$ cat config.mk
export PLATFORM = sky130hd
export DESIGN_NAME = fifo_read_ctrl
export DESIGN_NICKNAME = d
export VERILOG_FILES = /design/src/rtl/fifo_read_ctrl.sv
export SDC_FILE = /design/constraint.sdc
export NUM_CORES = 1
export LEC_CHECK = 0
export CAP_MARGIN = 20
export CORE_MARGIN = 4
export CORE_UTILIZATION = 46
export CTS_CLUSTER_DIAMETER = 80
export DETAILED_ROUTE_END_ITERATION = 6
export GPL_TIMING_DRIVEN = 0
export PLACE_DENSITY = 0.86
export SLEW_MARGIN = 20
export SYNTH_ARGS = -nofsm -noshare
export SYNTH_HDL_FRONTEND = slang
export SYNTH_SLANG_ARGS = --single-unit
export TNS_END_PERCENT = 1
$ cat constraint.sdc
create_clock -name clk -period 7.2 [get_ports clk]
set_clock_uncertainty 0.15 [all_clocks]
set_input_delay 1.44 -clock clk [delete_from_list [all_inputs] [get_ports clk]]
set_output_delay 1.44 -clock clk [all_outputs]
set_load 0.02 [all_outputs]
$ cat src/rtl/fifo_read_ctrl.sv
// Read-side pointer/flag controller for the asynchronous FIFO (read clock domain).
// Optional sticky underflow flag is enabled by defining FIFO_RD_UNDERFLOW_EN.
package fifo_pkg;
  localparam int unsigned ADDR_WIDTH = 4;
endpackage

module fifo_read_ctrl #(
  parameter int unsigned ADDR_WIDTH    = fifo_pkg::ADDR_WIDTH,
  parameter int unsigned AEMPTY_THRESH = 2
) (
  input  logic                  clk,
  input  logic                  rst,
  input  logic                  rd_en,
  input  logic [ADDR_WIDTH:0]   wr_gray_ptr,
  output logic                  empty,
  output logic                  almost_empty,
  output logic [ADDR_WIDTH:0]   rd_level,
  output logic [ADDR_WIDTH:0]   rd_gray_ptr,
  output logic [ADDR_WIDTH-1:0] rd_addr,
  output logic                  rd_valid,
  output logic                  underflow
);

  localparam int unsigned PW = ADDR_WIDTH + 1;

  logic [PW-1:0] wr_sync1_q, wr_sync1_d;
  logic [PW-1:0] wr_sync2_q, wr_sync2_d;
  logic [PW-1:0] rd_bin_q, rd_bin_d;
  logic [PW-1:0] rd_gray_q, rd_gray_d;
  logic [PW-1:0] rd_level_q, rd_level_d;
  logic          empty_q, empty_d;
  logic          almost_empty_q, almost_empty_d;
  logic          rd_valid_q, rd_valid_d;

  logic [PW-1:0] wr_bin_sync_c;
  logic          rd_fire_c;

  // Gray->binary: each binary bit is the XOR of all Gray bits at or above it.
  always_comb begin
    wr_bin_sync_c = '0;
    for (int i = 0; i < int'(PW); i++) begin
      wr_bin_sync_c[i] = ^(wr_sync2_q >> i);
    end
  end

  always_comb begin
    rd_fire_c      = rd_en & ~empty_q;
    wr_sync1_d     = wr_gray_ptr;
    wr_sync2_d     = wr_sync1_q;
    rd_bin_d       = rd_bin_q + PW'(rd_fire_c);
    rd_gray_d      = rd_bin_d ^ (rd_bin_d >> 1);
    rd_level_d     = wr_bin_sync_c - rd_bin_d;
    empty_d        = (rd_level_d == '0);
    almost_empty_d = (rd_level_d <= PW'(AEMPTY_THRESH));
    rd_valid_d     = rd_fire_c;
  end

  always_ff @(posedge clk) begin
    if (rst) begin
      wr_sync1_q     <= '0;
      wr_sync2_q     <= '0;
      rd_bin_q       <= '0;
      rd_gray_q      <= '0;
      rd_level_q     <= '0;
      empty_q        <= 1'b1;
      almost_empty_q <= 1'b1;
      rd_valid_q     <= 1'b0;
    end else begin
      wr_sync1_q     <= wr_sync1_d;
      wr_sync2_q     <= wr_sync2_d;
      rd_bin_q       <= rd_bin_d;
      rd_gray_q      <= rd_gray_d;
      rd_level_q     <= rd_level_d;
      empty_q        <= empty_d;
      almost_empty_q <= almost_empty_d;
      rd_valid_q     <= rd_valid_d;
    end
  end

`ifdef FIFO_RD_UNDERFLOW_EN
  logic underflow_q, underflow_d;

  // Sticky until reset: any read attempt while empty.
  always_comb begin
    underflow_d = underflow_q | (rd_en & empty_q);
  end

  always_ff @(posedge clk) begin
    if (rst) underflow_q <= 1'b0;
    else     underflow_q <= underflow_d;
  end

  assign underflow = underflow_q;
`else
  assign underflow = 1'b0;
`endif

  assign empty        = empty_q;
  assign almost_empty = almost_empty_q;
  assign rd_level     = rd_level_q;
  assign rd_gray_ptr  = rd_gray_q;
  assign rd_addr      = rd_bin_q[ADDR_WIDTH-1:0];
  assign rd_valid     = rd_valid_q;

endmodule

==> summary.txt <==
RUN STATUS
------------------------------------------------------------------------------------------
Status                                                                        finished, final reports clean

GLOBAL ROUTE
------------------------------------------------------------------------------------------
Largest net degree at the start of global routing                                       16
Global-route usage over all layers                                                   12.9%
Vias in the first global route                                                         786
Antenna violations before repair                                                         0
Wire length of the first global-routing pass                                       3330 um
Residual overflow from global routing                                                    0

FLOORPLAN
------------------------------------------------------------------------------------------
Die height                                                                         59.0 um
Starting density of the core                                                         48.4%
Area enclosed by the die boundary                                             0.00349 mm^2
Number of I/O pins                                                                      26
Core Footprint                                                                0.00248 mm^2
Floorplan row count                                                                     18
Horizontal die dimension                                                           59.0 um

LOGIC SYNTHESIS
------------------------------------------------------------------------------------------
Fraction of synthesized cell area taken by the top area cell type                    45.1%
Cell type contributing the most total cell area after synthesis               sky130_fd_sc_hd__dfxtp_1
Mean instance size in the synthesized netlist                                    10.8 um^2
Number of synthesized register bits                                                     27
Count of warnings emitted by yosys                                                       0
Count of unique library cells instantiated by Yosys                                     33
Mapped cell area                                                              0.00120 mm^2
Biggest area contributors in the synthesized netlist                          sky130_fd_sc_hd__dfxtp_1 45%, sky130_fd_sc_hd__nor2b_1 7.8%, sky130_fd_sc_hd__xnor2_1 7.3%
Share of the yosys chip area belonging to registers                                  45.1%
Post-synthesis net count                                                               124
Post-synthesis cell count                                                              111

TIMING
------------------------------------------------------------------------------------------
Number of endpoints with negative hold slack in the final report                         0
Number of failing setup endpoints in the final timing report                             0
Part of the cycle the worst path needs                                               54.2%
RSZ-0062 raised after global routing                                                 false
Actual slew at the worst max-slew pin                                             0.508 ns
Slew Limit Fails                                                                         0
Worst slew slack as a fraction of its limit                                          66.0%
FMAX                                                                               256 MHz
Setup total negative slack                                                            0 ns
PnR worst setup slack                                                              3.30 ns
Period minus WS final                                                              3.90 ns

CTS
------------------------------------------------------------------------------------------
Clock edge transition at the registers on the reported setup and hold paths        0.13 ns
CTS hold repair buffers                                                                  0
Worst-Skew Late Latency                                                            0.32 ns
Post-CTS setup buffers                                                                   0
Count of clock tree sinks                                                               27
CTS resizes                                                                              0
TritonCTS clock tree                                                                  done
CTS root buffer                                                               sky130_fd_sc_hd__clkbuf_4
Clock buffers created by TritonCTS                                                       3
Number of buffers on the longest clock path                                              2
Number of H-tree levels                                                                  1

WORST SETUP PATH
------------------------------------------------------------------------------------------
Class of the most critical setup path                                            in -> reg
Kind of launch point of the worst setup path                                    input port
Sort of element at the end of the critical path                                  flip-flop
Register-to-register setup slack                                                   4.34 ns
Arrival time worst endpoint                                                        3.97 ns
CP Max Fanout                                                                            7
CP required                                                                        7.27 ns

ROUTING
------------------------------------------------------------------------------------------
Highest routing layer actually used                                                   met4
Post-Route M1 WL                                                                    819 um
Total via count after detailed routing                                                 819
Routed Antenna Nets                                                                      0
Routed wirelength normalized by instance count                                     11.6 um
Met2 wire len                                                                       949 um
Post-detailed-route via-to-cell ratio                                                 4.85
Initial DRC Count                                                                       12
Total wire length after detailed routing                                           1960 um
Detail Route met3 WL                                                                132 um
Post-detailed-route DRC marker count                                                     0
Number of iterations in the first detailed-routing pass                                  4

POWER AND IR DROP
------------------------------------------------------------------------------------------
Static Leak                                                                       0.582 nW
Ratio of total power to cell area                                              230 mW/mm^2
Maximum vdd drop                                                                  0.192 mV
Total Power Consumption                                                           0.346 mW

CELLS AND AREA
------------------------------------------------------------------------------------------
Final cell count without fillers                                                       169
Signed area change from the synthesized netlist to the final layout                  25.5%
Most common cell after layout, fill and taps aside                            sky130_fd_sc_hd__dfxtp_1
Most frequent cells in the layout                                             27 x sky130_fd_sc_hd__dfxtp_1, 24 x sky130_fd_sc_hd__clkdlybuf4s50_1, 15 x sky130_fd_sc_hd__nor2b_1
Diode insertion count for antenna repair                                                 0
Layout Cell Area excl Fill                                                    0.00150 mm^2
Fraction of final layout cells sized beyond drive strength 1                         9.35%
Nets                                                                                   153

PLACEMENT
------------------------------------------------------------------------------------------
Final HPWL DP                                                                      1540 um
Count of port buffers added during placement                                            24
Post-place instance area                                                      0.00148 mm^2
DP Cell Count                                                                          165
Post-placement setup slack                                                         2.94 ns
Placer congestion estimate                                                           0.871

WORST HOLD PATH
------------------------------------------------------------------------------------------
Hold WC Path Type                                                               reg -> reg

FLOW RUN
------------------------------------------------------------------------------------------
Count of maximum capacitance violations                                                  0

-- flip-flops by register name, summed over array words and instances (netlist names) --
name          count
almost_empty      1
rd_bin_q          5
rd_level          5
rd_valid          1
empty             1
wr_sync1_q        5
wr_sync2_q        5
rd_gray_ptr       4
-- synthesized netlist by cell type --
master and count:
sky130_fd_sc_hd__o211ai_1 1, sky130_fd_sc_hd__dfxtp_1 27, sky130_fd_sc_hd__conb_1 1, sky130_fd_sc_hd__xnor2_2 2, sky130_fd_sc_hd__mux2_1 1, sky130_fd_sc_hd__a21oi_1 1, sky130_fd_sc_hd__xnor2_1 10, sky130_fd_sc_hd__a211oi_1 1
sky130_fd_sc_hd__o21bai_4 1, sky130_fd_sc_hd__ha_1 5, sky130_fd_sc_hd__nor4_1 1, sky130_fd_sc_hd__maj3_1 1, sky130_fd_sc_hd__xor2_1 9, sky130_fd_sc_hd__o31ai_1 1, sky130_fd_sc_hd__or4_1 1, sky130_fd_sc_hd__nor2b_1 15
sky130_fd_sc_hd__buf_2 2, sky130_fd_sc_hd__xnor2_4 1, sky130_fd_sc_hd__nand3_1 3, sky130_fd_sc_hd__nand3_2 1, sky130_fd_sc_hd__and2_1 2, sky130_fd_sc_hd__nand4b_1 1, sky130_fd_sc_hd__clkbuf_1 2, sky130_fd_sc_hd__o21ai_1 1
sky130_fd_sc_hd__xor3_1 1, sky130_fd_sc_hd__nand4_1 1, sky130_fd_sc_hd__a31oi_1 1, sky130_fd_sc_hd__nor2_1 10, sky130_fd_sc_hd__inv_1 3, sky130_fd_sc_hd__buf_4 1, sky130_fd_sc_hd__nand2_1 1, sky130_fd_sc_hd__o311ai_1 1
sky130_fd_sc_hd__o41ai_2 1
-- power by group --
group | switching (mW) | total [mW] | internal (mW)
Clock | 0.0407 | 0.0615 | 0.0208
Combinational | 0.0571 | 0.115 | 0.0581
Sequential | 0.00479 | 0.169 | 0.164
-- critical path: stages --
cell and delay (ns):
sky130_fd_sc_hd__clkdlybuf4s50_1 0.44, sky130_fd_sc_hd__nor2b_1 0.16, sky130_fd_sc_hd__ha_1 0.19, sky130_fd_sc_hd__ha_1 0.23, sky130_fd_sc_hd__buf_2 0.18, sky130_fd_sc_hd__xor2_1 0.17, sky130_fd_sc_hd__ha_1 0.21, sky130_fd_sc_hd__o21bai_4 0.19
sky130_fd_sc_hd__or4_1 0.56, sky130_fd_sc_hd__nand3_2 0.12, sky130_fd_sc_hd__o31ai_1 0.07
-- kinds of logic (layout without fill, tap and decap cells) --
group	Yosys count	after routing	synth area share (%)
AO/OA/AOI/OAI	9	9	6.89
XOR/XNOR	23	23	20.9
adder cells (fa/ha/maj)	6	6	6.05
buffers and inverters	8	36	3.03
flip-flops	27	27	45.1
multiplexers	1	1	0.939
other	1	1	0.313
AND/OR/NAND/NOR	36	36	16.8
-- metrics by stage --
stage	hold WS, ns	util (%)
final	0.302	60.7
after global routing	0.320	60.7
after CTS	0.306	60.7
after detailed placement	0.276	59.6
after global placement	0.266	59.6
after floorplan	0.264	-
-- metal layers --
layer  global-route usage (%)  up-vias
met3                     4.14        9
li1                         -      416
met1                     14.4      367
met4                     6.47        0
met2                     21.8       27
met5                        0        -
-- path summary, 6_finish.rpt --
kind                  from            end  depth (start not counted)
max reg2reg  wr_sync2_q[4]   almost_empty                         10
max                  rd_en   almost_empty                         11
min reg2reg  wr_sync1_q[2]  wr_sync2_q[2]                          1
min          wr_sync1_q[2]  wr_sync2_q[2]                          1
-- layout make-up --
| cell class | count | area, um^2 |
|---|---|---|
| Buffer | 5 | 25.0 |
| Clock inverter | 1 | 5.00 |
| Timing Repair Buffer | 24 | 240 |
| Sequential cell | 27 | 541 |
| Multi-Input combinational cell | 76 | 622 |
| Fill cell | 220 | 973 |
| Clock buffer | 3 | 22.5 |
| Inverter | 3 | 11.3 |
| Tap cell | 30 | 37.5 |
Power figures use the tool's default switching activity.
